$ cat src/rtl/loadable_down_counter.sv
// Loadable binary down-counter / timer.
// A load captures a start value into both the counter and a reload register. While running
// and enabled, the counter decrements to zero and emits a one-cycle terminal-count pulse.
// With auto_reload set at the terminal edge, it restarts from the reload register, which
// gives periodic ticks.
module loadable_down_counter #(
    parameter int unsigned WIDTH = 4
) (
    input  logic             clk,
    input  logic             reset,
    input  logic [WIDTH-1:0] d,
    input  logic             load,
    input  logic             en,
    input  logic             auto_reload,
    output logic [WIDTH-1:0] count,
    output logic             busy,
    output logic             tc
);

    typedef enum logic [0:0] {
        StIdle = 1'b0,
        StRun  = 1'b1
    } state_e;

    localparam logic [WIDTH-1:0] Zero = '0;
    localparam logic [WIDTH-1:0] One  = WIDTH'(1);

    state_e           state_q, state_d;
    logic [WIDTH-1:0] count_q, count_d;
    logic [WIDTH-1:0] reload_q, reload_d;
    logic             tc_q, tc_d;

    // Next-state logic. Priority is load over enable; tc is a pulse and defaults low.
    always_comb begin
        state_d  = state_q;
        count_d  = count_q;
        reload_d = reload_q;
        tc_d     = 1'b0;

        if (load) begin
            // A load never decrements in the same cycle. A zero load leaves the timer idle.
            count_d  = d;
            reload_d = d;
            state_d  = (d != Zero) ? StRun : StIdle;
        end else begin
            unique case (state_q)
                StRun: begin
                    if (en) begin
                        if (count_q == One) begin
                            tc_d = 1'b1;
                            if (auto_reload && (reload_q != Zero)) begin
                                count_d = reload_q;
                            end else begin
                                count_d = Zero;
                                state_d = StIdle;
                            end
                        end else if (count_q == Zero) begin
                            // Unreachable in normal operation. Park safely rather than underflow.
                            state_d = StIdle;
                        end else begin
                            count_d = count_q - One;
                        end
                    end
                end
                StIdle: begin
                    // Enable is ignored while idle and the count holds.
                end
                default: begin
                    state_d = StIdle;
                end
            endcase
        end
    end

    // State register with asynchronous clear. A reset mid-run aborts without a tc pulse.
    always_ff @(posedge clk or posedge reset) begin
        if (reset) begin
            state_q  <= StIdle;
            count_q  <= Zero;
            reload_q <= Zero;
            tc_q     <= 1'b0;
        end else begin
            state_q  <= state_d;
            count_q  <= count_d;
            reload_q <= reload_d;
            tc_q     <= tc_d;
        end
    end

    // Every output comes directly from a register.
    always_comb begin
        count = count_q;
        busy  = (state_q == StRun);
        tc    = tc_q;
    end

endmodule

$ cat config.mk
export PLATFORM = sky130hd
export DESIGN_NAME = loadable_down_counter
export DESIGN_NICKNAME = d
export VERILOG_FILES = /design/src/rtl/loadable_down_counter.sv
export SDC_FILE = /design/constraint.sdc
export NUM_CORES = 1
export LEC_CHECK = 0
export ABC_CLOCK_PERIOD_IN_PS = 1500
export CAP_MARGIN = 20
export CORE_MARGIN = 2
export CORE_UTILIZATION = 42
export DETAILED_ROUTE_END_ITERATION = 8
export PLACE_DENSITY = 0.72
export SLEW_MARGIN = 25
export SYNTH_ARGS = -nofsm -noshare
export SYNTH_HDL_FRONTEND = slang
export SYNTH_SLANG_ARGS = --single-unit
$ cat constraint.sdc
create_clock -name clk -period 1.5 [get_ports clk]
set_input_delay 0.15 -clock clk [delete_from_list [all_inputs] [get_ports clk]]
set_output_delay 0.15 -clock clk [all_outputs]
set_load 0.005 [all_outputs]
* After elaboration in Yosys (flattened, before gate mapping)
Cells that the tools add are included. W data, S select, Z words.
Storage, ports and cells: register bits after elaboration 10, input bits 9, output and inout bits 6
Operators by class: add/subtract/negate cells 1, equal/unequal tests 2, mux-type cells 17, reduce and logical (&&, ||, !) cells 7
Operators by type and width (count):
- $mux W4 | 6
- $mux W1 | 11
- $reduce_bool A4 Y1 | 2
- $eq A4 B1 Y1 const B | 1
- $logic_not A4 Y1 | 1
- $reduce_bool A2 Y1 | 2
- $sub A4 B1 Y4 const B | 1
- $ne A3 B3 Y1 const B | 1
- $reduce_and A3 Y1 | 1
- $logic_and A1 B1 Y1 | 1

* Logic depth before layout (Yosys ltp)
Gate-level depths: netlist of run 1.
depth after elaboration 7, gate-level depth with buffers 6, mapped depth without buffers 6

* Worst setup path after synthesis of run 1
No wires, ideal clock.
path kind register to register, start point register count_q[0], in the netlist count[0], end point register count_q[1], in the netlist count[1], setup time 79 ps, arrival time 1591 ps, data required time 1421 ps, path slack -171 ps, stages on the path, launching flop included 6, buffers on the path 0, cells stage by stage dfrtp_1 -> ha_1 -> or4b_4 -> and3_4 -> nor2_4 -> mux2i_1
On the way: cells in the longest elaborated chain, start to end 6, elaborated cells between the ends (all ways) 10, classes of those cells add/sub (1); eq/ne (2); mux (5); reduce/logical (2)
Ends and longest elaborated chain:
- start: declaration | RTL line 29 | logic [WIDTH-1:0] count_q, count_d;
- start signal: assignment | RTL line 79 | count_q <= Zero;
- start signal: assignment | RTL line 84 | count_q <= count_d;
- $sub A4 B1 Y4 | RTL line 61 | count_d = count_q - One;
- $mux W4 | RTL line 57 | end else if (count_q == Zero) begin
- $mux W4 | RTL line 49 | if (count_q == One) begin
- $mux W4 | RTL line 48 | if (en) begin
- $mux W4 | RTL line 46 | unique case (state_q)
- $mux W4 | RTL line 40 | if (load) begin
Parallel ways exist; a longest one is shown, timed or not. The select of a mux whose other input is x is not followed. A chain may end at the register's enable or synchronous reset.

* Final worst setup path of run 1
start point register count_q[1], in the netlist count[1], end point register count_q[1], in the netlist count[1]
The elaborated chain is that of the path after synthesis.

==> impl_metrics.csv, run 1 <==
group,metric,value,unit
power_and_ir_drop,total_power,0.981,mW
timing,hold_violations,0,
timing,slew_viol_final,0,
routing,drt_iter0_drc,5,
worst_setup_path,critical-path-max-stage-delay,0.48,ns
routing,wire_per_inst,13.1,µm
synth,ys_types,28,
global_routing,grt_pass1_vias,589,
final_layout,drive_above_1_share,32.3,%
worst_setup_path,r2r_cells,6,
clock_tree,cts_max_path_buffers,2,
final_layout,fin_nets,106,
clock_tree,cts_tree,"built",
routing,drt-total-wl,1.42,mm
synth,synthesis.area,607,µm²
floorplan,die_h,42.0,µm
timing,maxSlewHeadroom,74.2,%
synth,synth_top_family_by_area,"simple AND/OR/NAND/NOR gates",
run_status,status,"finished, violations left",
final_layout,final_util,70.1,%
synth,syn_nets,77,
clock_tree,insertion_delay,0.26,ns
global_routing,grt_max_degree,11,
timing,finalCritPeriodShare,110,%
power_and_ir_drop,vdd_drop_max,0.837,mV
floorplan,die-area,0.00176,mm²
synth,synthFlopType,"dfrtp_1",
timing,worst_pin_slew,0.386,ns
power_and_ir_drop,power_density,1060,mW/mm²
worst_setup_path,r2r_end,"count[1]$_DFFE_PP0P_",
placement,placed_cell_area,846,µm²
synth,seq_area_frac_synth,41.2,%
timing,setup_ws,-0.152,ns
synth,syn_area_per_cell,9.34,µm²
global_routing,gr-usage-all-layers,18.0,%
final_layout,diodes,0,
worst_setup_path,start_kind,"flip-flop",
timing,finalClockSkew,0.00195,ns
clock_tree,cts_buffers,3,
worst_setup_path,crit_type,"reg2reg",
worst_setup_path,cp_cell_sequence,"inv_2, ha_4, or4b_4, and3_4, nor2_4, mux2i_1",
synth,synthSimpleGateAreaFrac,27.2,%
worst_setup_path,r2r-start,"count[1]$_DFFE_PP0P_",
routing,ant_nets,0,
timing,rsz0062_at_grt,"true",
timing,holdWs,0.168,ns
worst_setup_path,cp.required,1.69,ns
synth,synth_fa_ha_area_share,6.19,%
clock_tree,ctsHoldBuffers,0,
flow_run,drv_cap,0,
clock_tree,clock-root-buffer,"clkbuf_4",
final_layout,syn_to_final_growth,52.2,%
timing,setup_viol,4,
worst_setup_path,critPathSlowestCell,"or4b_4",
clock_tree,clkSlewWorstSetupHoldPaths,0.06,ns
final_layout,final_area,923,µm²
floorplan,fp.dieW,42.0,µm
placement,numPortBuffers,14,
synth,synth_common_cells,"dfrtp_1, inv_1, nand2_1, nor2_1, o21ai_0",
placement,routabilityCongestion,0.896,
placement,dp_hpwl,1.09,mm
clock_tree,htree_levels,1,
synth,yosysTopAreaCell,"dfrtp_1",
timing,period_needed,1.65,ns
worst_setup_path,cp_max_fo,4,
synth,synth_compound_area_share,14.2,%
synth,netlist_instances,65,
synth,yosysMostFrequentCell,"dfrtp_1",
floorplan,initial_core_util,46.1,%
hold_path,hp-class,"in2async",
synth,synth.yosys.warnings,0,
routing,num_vias,568,
floorplan,io_pins,15,
synth,ys_async_sr_fraction,100,%
global_routing,grt_overflow,0,
worst_setup_path,reg2reg_slack,-0.15,ns
worst_setup_path,critPathArrivalTime,1.84,ns
routing,drt_pass1_iterations,4,
routing,via_per_inst,5.26,
synth,synth_edf_count,0,
power_and_ir_drop,p_leak,0.415,nW
final_layout,layoutNonFillerInstCount,108,
synth,synth_xor_area_share,0,%
synth,netlist.area_leader.share,41.2,%
synth,muxShareOfSynthArea,5.36,%
run_status,failed_checks,"setup timing",
floorplan,core,0.00132,mm²
synth,yosys-top-cells-area,"dfrtp_1, ha_1, inv_1, o21ai_0, mux2_2",
global_routing,grt_first_pass_wirelength,2.38,mm
worst_setup_path,cp-end-kind,"flip-flop",
clock_tree,cts.sinks,10,
floorplan,placement_rows,13,
placement,dp.cells,102,
global_routing,antenna_found_initial,0,
routing,drc_errors,0,
synth,synth-seq-cells,10,
timing,max_freq,0.605,GHz
-- final cells by class --
type | instances | area [µm²]
fillers | 110 | 394
inverters | 7 | 26.3
clock buffers | 4 | 36.3
flip-flops and latches | 10 | 251
multi-input cells | 46 | 360
well taps | 15 | 18.8
repair buffers | 26 | 230
-- cells by family (layout without fill, tap and decap cells) --
group | after synthesis | after routing
AND/OR/NAND/NOR | 27 | 27
AO/OA/AOI/OAI | 13 | 13
adder cells (fa/ha/maj) | 3 | 3
flip-flops | 10 | 10
multiplexers | 3 | 3
buffers and inverters | 9 | 37
-- what timing repair did --
item                                    in CTS  in global routing
pin swaps                                    2                  3
gates resized for setup                      1                  5
buffers inserted                             2                  0
gates cloned                                 0                  0
endpoints found under the setup margin       4                  6
-- worst max-delay path by stage --
| stage | from | end | slack [ns] |
|---|---|---|---|
| 3_3_place_gp | count[0]$_DFFE_PP0P_ | count[1]$_DFFE_PP0P_ | -0.11 |
| 5_1_grt | count[1]$_DFFE_PP0P_ | count[0]$_DFFE_PP0P_ | -0.22 |
| 6_report | count[1]$_DFFE_PP0P_ | count[1]$_DFFE_PP0P_ | -0.15 |
| 4_1_cts | count[0]$_DFFE_PP0P_ | count[1]$_DFFE_PP0P_ | -0.16 |
| 3_5_place_dp | count[0]$_DFFE_PP0P_ | count[1]$_DFFE_PP0P_ | -0.15 |
| 2_1_floorplan | count[0]$_DFFE_PP0P_ | count[1]$_DFFE_PP0P_ | -0.11 |
-- cell usage in the layout, fill, tap and decap left out --
cell type	n
clkdlybuf4s50_1	14
nor3b_2	1
ha_4	2
a211oi_1	2
inv_1	5
or2b_1	1
dfrtp_2	1
nand2_1	6
nor4_1	1
and4b_1	1
nand3_2	1
or4b_4	1
nand2b_1	1
nor2b_1	1
clkbuf_8	1
a221oi_1	1
a31oi_1	1
and3_4	1
o31ai_1	3
ha_1	1
nor3_1	2
mux2i_1	1
o21ai_0	4
inv_2	2
and3_1	1
o41ai_1	1
nor3_2	1
clkbuf_4	3
mux2_2	2
and4_1	1
buf_4	12
o21ai_2	1
nor2_1	6
nor2_4	1
dfrtp_1	9
-- layer usage --
layer | track usage [%] | share of wire (%)
met1 | 22.3 | 43
met2 | 29.4 | 50
met3 | 2.59 | 3.5
met4 | 11.3 | 2.5
met5 | 0 | 0
-- flip-flops by register name, indices dropped and copies added, names as in the netlist --
signal    cells
reload_q      4
tc            1
busy          1
count         4
-- power by group --
part	switching, mW	leakage [nW]	total (mW)	internal (mW)
sequential	0.0367	0.118	0.343	0.306
combinational	0.170	0.276	0.402	0.232
clock	0.0887	0.0210	0.236	0.147
total	0.295	0.415	0.981	0.685
-- critical path, delay by kind of cell, from the launching register on --
kind / cells / cell delay, ns
adder cells (fa/ha/maj): 1 / 0.14
flip-flops: 1 / 0.39
multiplexers: 1 / 0.17
buffers and inverters: 1 / 0.12
AND/OR/NAND/NOR: 3 / 0.77
-- through the flow --
stage               setup TNS (ns)  worst slack, ns
global placement            -0.380           -0.111
CTS                         -0.532           -0.164
finish                      -0.495           -0.152
floorplan                   -0.338           -0.109
global route                -0.772           -0.223
detailed placement          -0.482           -0.145
Power figures use the tool's default switching activity.
==> inputs of run 2 (changes only) <==
- CORE_MARGIN: 2 -> 8
==> run 2 against run 1 <==
The run still ends with setup timing left. Utilization fell by 4.1 points. Sequential share of layout area rose by 1.4 points. Cell count decreased by 0.93%. Combinational power decreased by 8.5%. Sequential cell count stayed put. Largest cell class unchanged. Register-to-register slack improved by 0.02 ns. Global-route usage is 6.8 points lower. Routed wire length fell by 0.99%. Hold slack got worse by 0.0089 ns. Sequential power is 1% lower. Clock skew rose by 0.0064 ns.
==> impl_metrics.csv, run 2 (same netlist as run 1, synthesis figures left out) <==
group,metric,value,unit
global_routing,antenna_found_initial,0,
worst_setup_path,r2r_cells,6,
final_layout,layout_common_cells,"clkdlybuf4s50_1, buf_4, dfrtp_1",
floorplan,initial_core_util,45.5,%
worst_setup_path,r2r-start,"count[0]$_DFFE_PP0P_",
power_and_ir_drop,power_density,1030,mW/mm²
worst_setup_path,cp_max_fo,4,
worst_setup_path,critPathArrivalTime,1.83,ns
global_routing,gr-usage-all-layers,11.2,%
floorplan,die_h,54.0,µm
routing,drc_errors,0,
timing,maxSlewHeadroom,74.3,%
placement,routabilityCongestion,0.865,
clock_tree,ctsHoldBuffers,0,
placement,dp_hpwl,1.15,mm
routing,via_per_inst,5.17,
clock_tree,clkSlewWorstSetupHoldPaths,0.07,ns
final_layout,fillCellCount,117,
timing,max_freq,0.613,GHz
routing,drt_iter0_drc,9,
routing,ant_nets,0,
timing,setup_viol,4,
clock_tree,cts_tree,"built",
worst_setup_path,crit_type,"reg2reg",
clock_tree,cts.sinks,10,
worst_setup_path,cp_cell_sequence,"inv_2, ha_1, or4b_4, and3_4, nor2_4, mux2i_1",
final_layout,multiInputGateArea,334,µm²
timing,slew_viol_final,0,
power_and_ir_drop,p_leak,0.399,nW
floorplan,fp.dieW,54.0,µm
timing,period_needed,1.63,ns
clock_tree,htree_levels,1,
global_routing,grt_overflow,0,
clock_tree,clock-root-buffer,"clkbuf_4",
worst_setup_path,critPathSlowestCell,"or4b_4",
clock_tree,insertion_delay,0.27,ns
timing,finalCritPeriodShare,109,%
run_status,status,"finished, violations left",
final_layout,diodes,0,
worst_setup_path,cp-end-kind,"flip-flop",
floorplan,die-area,0.00292,mm²
clock_tree,cts_buffers,3,
timing,finalClockSkew,0.00833,ns
routing,wire_per_inst,13.1,µm
final_layout,regArea,251,µm²
power_and_ir_drop,vdd_drop_max,0.459,mV
floorplan,io_pins,15,
final_layout,syn_to_final_growth,44.9,%
hold_path,hp-class,"in2async",
timing,rsz0062_at_grt,"true",
routing,drt_pass1_iterations,4,
power_and_ir_drop,total_power,0.903,mW
floorplan,placement_rows,13,
global_routing,grt_first_pass_wirelength,2.43,mm
flow_run,drv_cap,0,
worst_setup_path,cp.required,1.70,ns
final_layout,final_common_cell,"clkdlybuf4s50_1",
worst_setup_path,critical-path-max-stage-delay,0.47,ns
final_layout,drive_above_1_share,26.1,%
routing,num_vias,553,
clock_tree,postCtsSetupBuffers,0,
timing,setup_ws,-0.132,ns
routing,drt-total-wl,1.40,mm
run_status,failed_checks,"setup timing",
floorplan,core,0.00133,mm²
placement,numPortBuffers,14,
global_routing,grt_max_degree,13,
worst_setup_path,start_kind,"flip-flop",
final_layout,fin_nets,105,
timing,worst_pin_slew,0.385,ns
timing,hold_violations,0,
worst_setup_path,r2r_end,"count[1]$_DFFE_PP0P_",
clock_tree,cts_max_path_buffers,2,
worst_setup_path,reg2reg_slack,-0.13,ns
timing,holdWs,0.159,ns
global_routing,grt_pass1_vias,574,
run 2: area by class of cell:
class,count,share of cell area (%)
inverters,7,2.99
clock buffers,4,2.99
multi-input cells,46,38.0
flip-flops and latches,10,28.6
well taps,15,2.13
repair buffers,25,25.3
run 2: routing by layer:
layer,vias up,part of all wire [%],global-route usage [%]
li1,282,-,-
met1,246,44,12.2
met2,18,46,18.5
met3,7,6.2,2.48
met4,0,3.2,8.20
met5,-,0,0
run 2: repair_timing:
action / in CTS / in global routing
pin swaps: 0 / 1
setup endpoints to repair: 4 / 4
cloned: 0 / 0
resized for setup: 0 / 0
run 2: worst max-delay path by stage:
stage                           end  depth (start not counted)                 start
6_report       count[1]$_DFFE_PP0P_                          6  count[0]$_DFFE_PP0P_
5_1_grt        count[1]$_DFFE_PP0P_                          6  count[0]$_DFFE_PP0P_
4_1_cts        count[1]$_DFFE_PP0P_                          6  count[0]$_DFFE_PP0P_
3_5_place_dp   count[1]$_DFFE_PP0P_                          5  count[0]$_DFFE_PP0P_
3_3_place_gp   count[1]$_DFFE_PP0P_                          5  count[0]$_DFFE_PP0P_
2_1_floorplan  count[1]$_DFFE_PP0P_                          5  count[0]$_DFFE_PP0P_
run 2: power by group:
part           leakage (nW)  switching [mW]  total, mW  internal (mW)
clock                0.0150          0.0928      0.196          0.103
sequential            0.118          0.0331      0.339          0.306
combinational         0.266           0.153      0.368          0.215
total                 0.399           0.279      0.903          0.624
run 2: stage by stage:
step	setup TNS, ns	utilization, %	std cells	area (µm²)	worst slack, ns
final	-0.450	65.9	107	880	-0.132
after global routing	-0.838	65.9	107	880	-0.234
after CTS	-0.485	65.9	107	880	-0.142
after detailed placement	-0.401	64.0	103	853	-0.122
after global placement	-0.340	64.0	103	853	-0.102
after floorplan	-0.338	-	65	621	-0.109
run 2: critical path: cells and delay by family, from the launching register on:
family	cells	cell delay (ns)
adders and majority gates	1	0.13
muxes	1	0.17
and+or+nand+nor	3	0.76
buffers and inverters	1	0.07
DFF	1	0.44
